<file path="config.mk">
export PLATFORM = sky130hd
export DESIGN_NAME = gf2_rref_solve
export DESIGN_NICKNAME = d
export VERILOG_FILES = /design/src/rtl/gf2_pkg.sv /design/src/rtl/gf2_pdep.sv /design/src/rtl/gf2_rref_solve.sv
export SDC_FILE = /design/constraint.sdc
export NUM_CORES = 1
export LEC_CHECK = 0
export ABC_AREA = 1
export CAP_MARGIN = 20
export CORE_AREA = 2 2 104 106
export DETAILED_ROUTE_END_ITERATION = 8
export DIE_AREA = 0 0 106 108
export GPL_TIMING_DRIVEN = 1
export PLACE_DENSITY_LB_ADDON = 0.25
export SYNTH_ARGS = -nofsm -noshare
export SYNTH_HDL_FRONTEND = slang
export SYNTH_HIERARCHICAL = 1
export SYNTH_SLANG_ARGS = --single-unit
</file>
<file path="constraint.sdc">
create_clock -name clk -period 13.7 [get_ports clk]
set_input_delay 2.055 -clock clk [delete_from_list [all_inputs] [get_ports clk]]
set_output_delay 2.055 -clock clk [all_outputs]
set_load 0.005 [all_outputs]
</file>
<file path="src/rtl/gf2_pkg.sv">
`default_nettype none
// ============================================================================
// Module      : gf2_pkg
// Description : Shared GF(2) helpers: count-width function, solver state
//               encoding, popcount and parity.
// Revision    : 1.0 - initial release
// ============================================================================
package gf2_pkg;

    // Solver sequencing states
    typedef enum logic [1:0] {
        ST_IDLE = 2'd0,
        ST_SCAN = 2'd1,
        ST_ENUM = 2'd2,
        ST_DONE = 2'd3
    } state_t;

    // Width needed to hold the values 0..n, never less than one bit
    function automatic int clog2p1(input int n);
        int w;
        w = $clog2(n + 1);
        return (w < 1) ? 1 : w;
    endfunction

    // Number of set bits in a vector (callers zero-extend to 32 bits)
    function automatic int popcount(input logic [31:0] v);
        int cnt;
        cnt = 0;
        for (int i = 0; i < 32; i++) begin
            cnt = cnt + int'(v[i]);
        end
        return cnt;
    endfunction

    // XOR reduction of a vector
    function automatic logic parity(input logic [31:0] v);
        return ^v;
    endfunction

endpackage : gf2_pkg
`default_nettype wire

</file>
<file path="src/rtl/gf2_pdep.sv">
`default_nettype none
// ============================================================================
// Module      : gf2_pdep
// Description : Combinational parallel bit deposit. Bit j of src lands in the
//               position of the j-th set bit of mask; other outputs are zero.
// Revision    : 1.0 - initial release
// ============================================================================
module gf2_pdep #(
    parameter int WIDTH = 6
) (
    input  logic [WIDTH-1:0] src,
    input  logic [WIDTH-1:0] mask,
    output logic [WIDTH-1:0] dep
);

    // Walk the mask LSB first, consuming source bits in order
    always_comb begin
        int j;
        j   = 0;
        dep = '0;
        for (int i = 0; i < WIDTH; i++) begin
            if (mask[i]) begin
                dep[i] = src[j];
                j      = j + 1;
            end
        end
    end

endmodule : gf2_pdep
`default_nettype wire

</file>
<file path="src/rtl/gf2_rref_solve.sv">
`default_nettype none
// ============================================================================
// Module      : gf2_rref_solve
// Description : Takes a GF(2) augmented matrix in reduced row-echelon form,
//               checks consistency, enumerates every free-variable
//               assignment (one per cycle) and reports the solution with the
//               smallest Hamming weight (lowest enumeration index on ties).
// Revision    : 1.0 - initial release
// ============================================================================
module gf2_rref_solve
    import gf2_pkg::*;
#(
    parameter int MAX_ROWS   = 4,
    parameter int MAX_COLS   = 7,
    parameter int MAX_VARS   = MAX_COLS - 1,
    parameter int MAX_ROWS_W = clog2p1(MAX_ROWS),
    parameter int MAX_COLS_W = clog2p1(MAX_COLS)
) (
    input  logic                               clk,
    input  logic                               rst,
    input  logic [MAX_ROWS_W-1:0]              rows,
    input  logic [MAX_COLS_W-1:0]              cols,
    input  logic                               start,
    input  logic [MAX_ROWS-1:0][MAX_COLS-1:0]  RREF,
    output logic                               ready,
    output logic                               solvable,
    output logic [MAX_VARS-1:0]                x_min,
    output logic [MAX_COLS_W-1:0]              weight_min
);

    // Enumeration counter is one bit wider than the variable count so that
    // the terminal value 2^MAX_VARS is representable without wrapping.
    localparam int K_W = MAX_VARS + 1;

    // ------------------------------------------------------------------
    // Registered job state
    // ------------------------------------------------------------------
    state_t                  r_state;
    logic [MAX_ROWS_W-1:0]   r_rows;
    logic [MAX_ROWS_W-1:0]   r_row;
    logic [MAX_COLS_W-1:0]   r_cols;
    logic [MAX_COLS-1:0]     r_mat      [MAX_ROWS];
    logic [MAX_VARS-1:0]     r_pivot_mask;
    logic [MAX_VARS-1:0]     r_pivot_oh [MAX_ROWS];  // one-hot pivot column per row, zero if none
    logic                    r_incons;
    logic [K_W-1:0]          r_k;
    logic [MAX_VARS-1:0]     r_best_x;
    logic [MAX_COLS_W-1:0]   r_best_w;

    // ------------------------------------------------------------------
    // Combinational datapath
    // ------------------------------------------------------------------
    logic [MAX_ROWS_W-1:0]   w_rows_eff;
    logic [MAX_VARS-1:0]     w_var_mask;
    logic [MAX_ROWS-1:0]     w_rhs;
    logic [MAX_VARS-1:0]     w_row_vars [MAX_ROWS];
    logic [MAX_VARS-1:0]     w_cur_vars;
    logic                    w_cur_rhs;
    logic [MAX_VARS-1:0]     w_cur_oh;
    logic                    w_scan_active;
    logic                    w_scan_last;
    logic [MAX_VARS-1:0]     w_free_mask;
    logic [MAX_COLS_W-1:0]   w_nfree;
    logic [K_W-1:0]          w_limit;
    logic [MAX_VARS-1:0]     w_free_vals;
    logic [MAX_VARS-1:0]     w_cand_x;
    logic [MAX_COLS_W-1:0]   w_cand_w;

    // Out-of-range row counts are clamped to the matrix height
    assign w_rows_eff = (rows > MAX_ROWS_W'(MAX_ROWS)) ? MAX_ROWS_W'(MAX_ROWS) : rows;

    // Active variable columns are 0..cols-2; cols<=1 leaves none
    always_comb begin
        w_var_mask = '0;
        for (int v = 0; v < MAX_VARS; v++) begin
            w_var_mask[v] = (MAX_COLS_W'(v + 1) < r_cols);
        end
    end

    // Per-row RHS bit (column cols-1) and masked variable coefficients
    always_comb begin
        for (int r = 0; r < MAX_ROWS; r++) begin
            w_rhs[r] = 1'b0;
            for (int c = 0; c < MAX_COLS; c++) begin
                if (MAX_COLS_W'(c + 1) == r_cols) begin
                    w_rhs[r] = r_mat[r][c];
                end
            end
            w_row_vars[r] = r_mat[r][MAX_VARS-1:0] & w_var_mask;
        end
    end

    // Row under inspection during SCAN and its lowest set variable bit
    always_comb begin
        w_cur_vars = '0;
        w_cur_rhs  = 1'b0;
        for (int r = 0; r < MAX_ROWS; r++) begin
            if (MAX_ROWS_W'(r) == r_row) begin
                w_cur_vars = w_row_vars[r];
                w_cur_rhs  = w_rhs[r];
            end
        end
        w_cur_oh = w_cur_vars & (~w_cur_vars + MAX_VARS'(1));
    end

    assign w_scan_active = (r_rows != '0);
    assign w_scan_last   = !w_scan_active || (r_row == r_rows - MAX_ROWS_W'(1));

    // Free columns and the number of assignments to enumerate
    assign w_free_mask = ~r_pivot_mask & w_var_mask;
    assign w_nfree     = MAX_COLS_W'(popcount(32'(w_free_mask)));
    assign w_limit     = K_W'(1) << w_nfree;

    gf2_pdep #(
        .WIDTH (MAX_VARS)
    ) u_pdep (
        .src  (r_k[MAX_VARS-1:0]),
        .mask (w_free_mask),
        .dep  (w_free_vals)
    );

    // Back-substitute the current free assignment into every pivot row
    always_comb begin
        w_cand_x = w_free_vals;
        for (int r = 0; r < MAX_ROWS; r++) begin
            if (w_rhs[r] ^ parity(32'(w_row_vars[r] & w_free_vals))) begin
                w_cand_x = w_cand_x | r_pivot_oh[r];
            end
        end
        w_cand_w = MAX_COLS_W'(popcount(32'(w_cand_x)));
    end

    // Control FSM: capture, pivot scan, enumeration, result hold
    always_ff @(posedge clk) begin
        if (rst) begin
            r_state      <= ST_IDLE;
            r_rows       <= '0;
            r_row        <= '0;
            r_cols       <= '0;
            r_pivot_mask <= '0;
            r_incons     <= 1'b0;
            r_k          <= '0;
            r_best_x     <= '0;
            r_best_w     <= '0;
            ready        <= 1'b0;
            solvable     <= 1'b0;
            x_min        <= '0;
            weight_min   <= '0;
            for (int r = 0; r < MAX_ROWS; r++) begin
                r_mat[r]      <= '0;
                r_pivot_oh[r] <= '0;
            end
        end else begin
            case (r_state)
                ST_IDLE, ST_DONE: begin
                    if (start) begin
                        r_rows       <= w_rows_eff;
                        r_cols       <= cols;
                        r_row        <= '0;
                        r_pivot_mask <= '0;
                        r_incons     <= 1'b0;
                        ready        <= 1'b0;
                        r_state      <= ST_SCAN;
                        for (int r = 0; r < MAX_ROWS; r++) begin
                            r_mat[r]      <= RREF[r];
                            r_pivot_oh[r] <= '0;
                        end
                    end
                end

                ST_SCAN: begin
                    if (w_scan_active) begin
                        r_pivot_mask <= r_pivot_mask | w_cur_oh;
                        for (int r = 0; r < MAX_ROWS; r++) begin
                            if (MAX_ROWS_W'(r) == r_row) begin
                                r_pivot_oh[r] <= w_cur_oh;
                            end
                        end
                        if ((w_cur_vars == '0) && w_cur_rhs) begin
                            r_incons <= 1'b1;
                        end
                    end
                    if (w_scan_last) begin
                        r_k      <= '0;
                        r_best_x <= '0;
                        r_best_w <= '1;
                        r_state  <= ST_ENUM;
                    end else begin
                        r_row <= r_row + MAX_ROWS_W'(1);
                    end
                end

                ST_ENUM: begin
                    // First ENUM cycle resolves an inconsistent system
                    if (r_incons) begin
                        solvable   <= 1'b0;
                        x_min      <= '0;
                        weight_min <= '0;
                        ready      <= 1'b1;
                        r_state    <= ST_DONE;
                    end else if (r_k == w_limit) begin
                        solvable   <= 1'b1;
                        x_min      <= r_best_x;
                        weight_min <= r_best_w;
                        ready      <= 1'b1;
                        r_state    <= ST_DONE;
                    end else begin
                        // Strictly lighter only, so ties keep the lowest k
                        if (w_cand_w < r_best_w) begin
                            r_best_x <= w_cand_x;
                            r_best_w <= w_cand_w;
                        end
                        r_k <= r_k + K_W'(1);
                    end
                end

                default: r_state <= ST_IDLE;
            endcase
        end
    end

endmodule : gf2_rref_solve
`default_nettype wire

</file>
== Yosys cells after proc, flatten, opt, wreduce, memory -nomap -nowiden ==
Memories as Yosys holds them, arrays and structs flattened.
Index checks and enable logic that the tools add are counted.

* Bits in registers: 45
* Bits in writable memories: 52
* Output and inout bits: 11
* Word-level logic and storage cells: 271
* Memories: 2

* $add $sub $neg: 18
* Order comparisons: 13
* Equality and inequality tests: 24
* Shift operators: 1
* Mux-type cells: 142
* Bitwise logic cells: 33
* Reductions and logical operators: 25

{| class="wikitable"
|+ Memory list
! name !! words !! width !! read ports !! clocked after Yosys merged registers in !! wr ports !! line !! text
|-
| r_mat || 4 || 7 || 4 || 0 || 4 || gf2_rref_solve.sv:42 || <nowiki>logic [MAX_COLS-1:0] r_mat [MAX_ROWS];</nowiki>
|-
| r_pivot_oh || 4 || 6 || 4 || 0 || 4 || gf2_rref_solve.sv:44 || <nowiki>logic [MAX_VARS-1:0] r_pivot_oh [MAX_ROWS];</nowiki>
|}

{| class="wikitable"
|+ Operators with widths
! cell !! number
|-
| two-way mux 6 bit || 24
|-
| < comparator 32 x 5 -> 1 bit (second input constant) || 4
|-
| two-way mux 32 bit || 4
|-
| XOR reduction 32 bit || 4
|-
| adder 32 x 2 -> 32 bit (second input constant) || 3
|-
| two-way mux 1 bit || 81
|-
| AND 6 bit || 10
|-
| two-way mux 7 bit || 7
|-
| OR 6 bit || 5
|-
| two-way mux 3 bit || 9
|-
| case mux 6 bit (2 select lines) || 2
|-
| adder 3 x 1 -> 3 bit || 6
|-
| != test 2 bit (second input constant) || 8
|-
| binary-select mux 1 bit (select 3 bit) || 5
|-
| case mux 7 bit (2 select lines) || 1
|-
| == test 2 x 3 -> 1 bit (first input constant) || 4
|-
| == test 3 bit (first input constant) || 4
|-
| inverter 6 bit || 2
|-
| OR 1 bit || 12
|-
| case mux 3 bit (2 select lines) || 2
|-
| AND reduction 3 bit || 4
|-
| < comparator 3 bit (first input constant) || 3
|-
| two-way mux 2 bit || 4
|-
| AND reduction 4 bit || 2
|-
| other kinds (33) || 46
|}

== Longest topological paths before layout ==
* Depth in word-level cells: 35
* Mapped depth: 48
* Depth with buffers taken out: 45

== By module ==
The synthesis kept the hierarchy.

{| class="wikitable"
|+ Modules (own cells, without submodules)
! module !! times used !! cells an instance !! area each (um2)
|-
| gf2_rref_solve || 1 || 841 || 5,915.7
|-
| gf2_pdep || 1 || 118 || 596.8
|}

== Worst setup path after synthesis ==
No wires, ideal clock.

* Path kind: register -> register
* Start point: register r_cols[2]
* End point: register r_best_x[5]
* Library setup time: 71 ps
* Data arrival time: 6,763 ps
* Required time: 13,629 ps
* Setup slack: 6,866 ps
* Stages on the path, launching flop included: 47
* Buffers on the path: 3
* Cells stage by stage: dfxtp_1 -> buf_6 -> inv_2 -> buf_6 -> a21oi_1 -> inv_1 -> ha_1 -> inv_1 -> nand2_1 -> nand2_2 -> ha_1 -> or2_2 -> nand2_1 -> nand2_1 -> nand3_1 -> nand2_1 -> nor2_1 -> nor2_1 -> (+11 left out) -> nand2_1 -> inv_1 -> nand2_1 -> inv_1 -> fa_1 -> fa_1 -> inv_1 -> ha_1 -> inv_1 -> fa_1 -> inv_1 -> ha_1 -> nand3_1 -> a21oi_1 -> nand3b_1 -> nor2_2 -> nand2_1 -> a21oi_1

* Elaborated cells between the ends (all ways): 116

{| class="wikitable"
|+ RTL lines
! item !! line !! text
|-
| start: declaration || gf2_rref_solve.sv:41 || <nowiki>logic [MAX_COLS_W-1:0] r_cols;</nowiki>
|-
| start signal: assignment || gf2_rref_solve.sv:158 || <nowiki>r_cols <= cols;</nowiki>
|-
| < comparator 2 x 3 -> 1 bit * || gf2_rref_solve.sv:76 || <nowiki>w_var_mask[v] = (MAX_COLS_W'(v + 1) < r_cols);</nowiki>
|-
| AND 6 bit * || gf2_rref_solve.sv:110 || <nowiki>assign w_free_mask = ~r_pivot_mask & w_var_mask;</nowiki>
|-
| via w_free_mask[1] || gf2_rref_solve.sv:62 || <nowiki>logic [MAX_VARS-1:0] w_free_mask;</nowiki>
|-
| two-way mux 32 bit * || gf2_pdep.sv:22 || <nowiki>if (mask[i]) begin</nowiki>
|-
| adder 32 x 2 -> 32 bit || gf2_pdep.sv:24 || <nowiki>j = j + 1;</nowiki>
|-
| two-way mux 32 bit * || gf2_pdep.sv:22 ||
|-
| adder 32 x 2 -> 32 bit || gf2_pdep.sv:24 ||
|-
| two-way mux 32 bit * || gf2_pdep.sv:22 ||
|-
| (+6 left out) || n/a ||
|-
| via w_free_vals[5] || gf2_rref_solve.sv:65 || <nowiki>logic [MAX_VARS-1:0] w_free_vals;</nowiki>
|-
| (+8 left out) || n/a ||
|-
| OR 6 bit || gf2_rref_solve.sv:127 || <nowiki>w_cand_x = w_cand_x | r_pivot_oh[r];</nowiki>
|-
| two-way mux 6 bit * || gf2_rref_solve.sv:126 || <nowiki>if (w_rhs[r] ^ parity(32'(w_row_vars[r] & w_free_vals))) begin</nowiki>
|-
| adder 1 x 1 -> 2 bit || gf2_pkg.sv:30 || <nowiki>cnt = cnt + int'(v[i]);</nowiki>
|-
| adder 2 x 1 -> 3 bit || gf2_pkg.sv:30 ||
|-
| adder 3 x 1 -> 3 bit (3 in a row) || gf2_pkg.sv:30 ||
|-
| < comparator 3 bit || gf2_rref_solve.sv:209 || <nowiki>if (w_cand_w < r_best_w) begin</nowiki>
|-
| != test 2 bit (no source line) || n/a ||
|-
| AND reduction 5 bit (no source line) || n/a ||
|-
| end signal: assignment || gf2_rref_solve.sv:210 || <nowiki>r_best_x <= w_cand_x;</nowiki>
|-
| end: declaration || gf2_rref_solve.sv:47 || <nowiki>logic [MAX_VARS-1:0] r_best_x;</nowiki>
|}

Mark *: on every way through the listed nets, which the timed path passes. The rest lies on a longest branch. The select of a mux whose other input is x is not followed.
A chain may end at the register's enable or synchronous reset.

== Worst setup path after layout ==
* Start point: register r_cols[2]
* End point: register r_best_x[0]

* Cells in the longest elaborated chain, start to end: 33
* Elaborated cells between the ends (all ways): 116

{| class="wikitable"
|+ RTL lines
! item !! line
|-
| < comparator 1 x 3 -> 1 bit * || gf2_rref_solve.sv:76
|-
| AND 6 bit * || gf2_rref_solve.sv:110
|-
| via w_free_mask[0] || gf2_rref_solve.sv:62
|-
| two-way mux 1 bit * || gf2_pdep.sv:22
|-
| adder 1 x 1 -> 2 bit || gf2_pdep.sv:24
|-
| two-way mux 32 bit * || gf2_pdep.sv:22
|-
| adder 32 x 2 -> 32 bit || gf2_pdep.sv:24
|-
| two-way mux 32 bit * || gf2_pdep.sv:22
|-
| (+8 left out) || n/a
|-
| via w_free_vals[5] || gf2_rref_solve.sv:65
|-
| (+8 left out) || n/a
|-
| OR 6 bit || gf2_rref_solve.sv:127
|-
| two-way mux 6 bit * || gf2_rref_solve.sv:126
|-
| adder 1 x 1 -> 2 bit || gf2_pkg.sv:30
|-
| adder 2 x 1 -> 3 bit || gf2_pkg.sv:30
|-
| adder 3 x 1 -> 3 bit (3 in a row) || gf2_pkg.sv:30
|-
| < comparator 3 bit || gf2_rref_solve.sv:209
|-
| != test 2 bit (no source line) || n/a
|-
| AND reduction 5 bit (no source line) || n/a
|}

Marked as above.

==> results.md <==
* GP Congestion at 1.01
* Number of synthesized flops with an enable pin at 46
* Die area at 11400 µm²
* Post-synthesis cell count at 959
* Proportion of layout cells with a drive suffix above 1 at 5.07%
* Post-synthesis sequential area ratio at 36.9%
* R2R Path Start: r_cols[2]
* Cts bufs inserted at 9
* First-pass GRT wire length at 27200 µm
* Sequential share of power at 38.4%
* Sw frac at 44.9%
* I/O pin cnt at 48
* Reg2Reg Setup Slack at 5.29 ns
* GRT overflow at 0
* Clk sink count at 97
* Critical Path End Type: flop
* Multiplexer share of the synthesized area at 0%
* Setup_tns at 0 ns
* Fill count at 869
* CTS Hold Bufs at 0
* HP Start: ready
* Tot Pwr at 0.00110 W
* Yosys top cell area share at 21.2%
* Metal2 WL at 7130 µm
* Top cells by area, synth: edfxtp_1 (21%), dfxtp_1 (16%), nand2_1 (15%)
* Rows at 37
* DRC Markers at 0
* FF+latch count, synth at 97
* Root buf cell: clkbuf_8
* Max Freq at 119 MHz
* Internal power at 0.000603 W
* Die X at 106 µm
* Final Hold Fails at 0
* CP bufs+invs at 8
* RSZ-0062 raised after global routing: no
* Metal1 wirelength at 7200 µm
* Via count at 6122
* Post-CTS setup buffers at 0
* Vias in the first global route at 5719
* Routed wl met3 at 1140 µm
* Worst skew pair latency at 0.39 ns
* R2R depth at 43
* Main combinational cell family by area after synthesis: simple AND/OR/NAND/NOR gates
* Hold path depth at 2
* Vertical die dimension at 108 µm
* Total Wirelength at 16100 µm
* Final critical-path required period at 8.41 ns
* Post-Place Setup Slack at 5.47 ns
* Post-Syn Nets at 1022
* Setup ws final at 5.29 ns
* Routed wire length per instance at 14.1 µm
* Synth unique cells at 44
* Synth Area in Simple Gates at 34.7%
* Final cycle utilization of the critical path at 61.4%
* Min-delay worst type: reg2reg
* Critical Path Fanout Max at 17
* H-tree levels at 3
* Endpoints failing setup at 0
* # resized after CTS at 0
* Initial Utilization at 63.7%
* Lkg Pwr at 3.21 nW
* Top FF cell, synth: dfxtp_1
* Largest net degree at the start of global routing at 32
* Router iterations before antenna repair at 5
* Detailed-placement wirelength estimate at 12400 µm
* TritonCTS clock tree: done
* Pwr/cell area at 151 nW/µm²
* Clock Skews at 0.0192 ns
* Kind of critical path: reg2reg
* Iteration-0 DRC Markers at 672
* Post-Syn Area at 6510 µm²
* Syn_area_per_cell at 6.79 µm²
* Max-slew headroom at 29.1%
* Startpoint class of the critical path: flop
* Initial antenna violation count at 0
* Critical path's largest stage delay at 0.71 ns
* Critical Path RT at 13.99 ns
* Combinational power share at 43.2%
* Synth warn at 6
* Synth area leader: edfxtp_1
* Vias per cell at 5.37
* Net Sw Power at 0.000492 W
* Xor/xnor cell area share of the yosys netlist at 1.73%
* Most used cell, CP: nand2_1
* Clock power frac at 18.3%
* Antenna Violating Nets Remaining at 0
* Area grow syn2layout at 11.6%
* Compound-cell area share of the yosys netlist at 9.80%
* Slew Limit Fails at 0
* Async S/R FF share, synth at 0%
* Crit path max-delay family: simple AND/OR/NAND/NOR gates
* ANT cells at 0
* VDD IR max at 75.9 µV
* Total core area at 10200 µm²
* Final #Nets at 1063
* Worst-margin pin slew at 1.06 ns
* Worst EP arrival at 8.70 ns
* Clk buf depth at 2
* # Max-Cap Violations at 0
* Global-route usage over all layers at 29.9%
* Uppermost layer routed: met4
* Status: completed
* Slowest stage cell on the critical path: dfxtp_1
* Hold Path End: ready
* Port bufs at 47
* Clock transition at path regs at 0.12 ns
* Adder and majority gate portion of the synthesized area at 5.69%
* RR Endpoint: r_best_x[0]
power groups by stage:
stage          Sequential (W)  Clock (W)  Combinational [W]
2_1_floorplan        0.000402          0           0.000366
3_3_place_gp         0.000425          0           0.000457
3_5_place_dp         0.000426          0           0.000464
4_1_cts              0.000419   0.000202           0.000467
5_1_grt              0.000427   0.000214           0.000538
6_report             0.000421   0.000201           0.000474
worst register-to-register path: cells and delay by family, from the launching register on:
family,cells,cell delay (ns)
buffers and inverters,8,0.72
adder cells (fa/ha/maj),7,2.51
AO/OA/AOI/OAI,2,0.19
AND/OR/NAND/NOR,26,4.20
flip-flops,1,0.71
cells by family after synthesis:
group           count (synthesis)
buf+inv                       182
xor+xnor                       12
fa+ha+maj                      26
flops                          97
simple gates                  524
compound gates                118
area by class of cell:
cell class              count  area [µm²]  area share [%]
repair buffers             50         490            6.75
multi-input cells         680        3380            46.5
clock inverters             6        66.3           0.913
inverters                 162         608            8.37
well taps                 136         170            2.34
clock buffers              10         149            2.05
flip-flops and latches     97        2400            33.1
registers in the layout (all words and copies together), names as in the netlist, 6 cells and up:
name and count:
r_best_x 6, r_k 7, r_mat 28, r_pivot_mask 6
r_pivot_oh 24, x_min 6
cells in the final DEF, fill, tap and decap left out, drive strengths merged, types with 2 or more instances in the layout:
cell type | netlist | layout
a211oi | 4 | 4
a21boi | 2 | 2
a21oi | 64 | 64
a22oi | 2 | 2
buf | 10 | 3
clkbuf | 10 | 10
clkdlybuf4s50 | 0 | 47
clkinv | 2 | 4
dfxtp | 51 | 51
edfxtp | 46 | 46
fa | 6 | 6
ha | 20 | 20
inv | 160 | 163
nand2 | 265 | 265
nand3 | 107 | 107
nand3b | 5 | 5
nand4 | 10 | 10
nor2 | 118 | 118
nor3 | 13 | 13
nor3b | 2 | 2
o211ai | 4 | 4
o21ai | 36 | 36
or2 | 4 | 4
xnor2 | 5 | 5
xor2 | 7 | 7
per-stage QoR:
| step | hold slack [ns] | cell area (µm²) | std cells | util (%) |
|---|---|---|---|---|
| global route | 0.486 | 7270 | 1141 | 71.0 |
| global placement | 0.441 | 7050 | 1124 | 68.9 |
| CTS | 0.468 | 7260 | 1140 | 71.0 |
| finish | 0.469 | 7270 | 1141 | 71.0 |
| detailed placement | 0.442 | 7050 | 1124 | 68.9 |
| floorplan | 0.430 | 6510 | 959 | - |
cell usage after synthesis, types with 3 or more instances:
cell type	count
nand2_1	253
inv_1	155
nor2_1	112
nand3_1	103
a21oi_1	64
dfxtp_1	51
edfxtp_1	46
o21ai_0	33
ha_1	20
nor3_1	13
nand2_2	11
nand4_1	10
clkbuf_1	9
fa_1	6
xor2_1	6
buf_6	5
inv_2	5
nand3b_1	5
xnor2_1	5
a211oi_1	4
nand3_2	4
nor2_2	4
o211ai_1	4
or2_2	3
worst max path at each step:
stage | depth (start not counted) | startpoint | to | slack (ns)
6_report | 43 | r_cols[2] | r_best_x[0] | 5.29
5_1_grt | 43 | r_cols[2] | r_best_x[3] | 4.49
4_1_cts | 43 | r_cols[2] | r_best_x[0] | 5.41
3_5_place_dp | 43 | r_cols[2] | r_best_x[3] | 5.47
3_3_place_gp | 43 | r_cols[2] | r_best_x[1] | 5.77
2_1_floorplan | 46 | r_cols[2] | r_best_x[5] | 6.87
per-layer routing:
layer | global-route usage (%) | vias to the layer above
met5 | 0 | -
met2 | 47.6 | 265
met1 | 40.8 | 2683
met4 | 13.2 | 0
li1 | - | 3132
met3 | 4.34 | 42
Power figures use the tool's default switching activity.
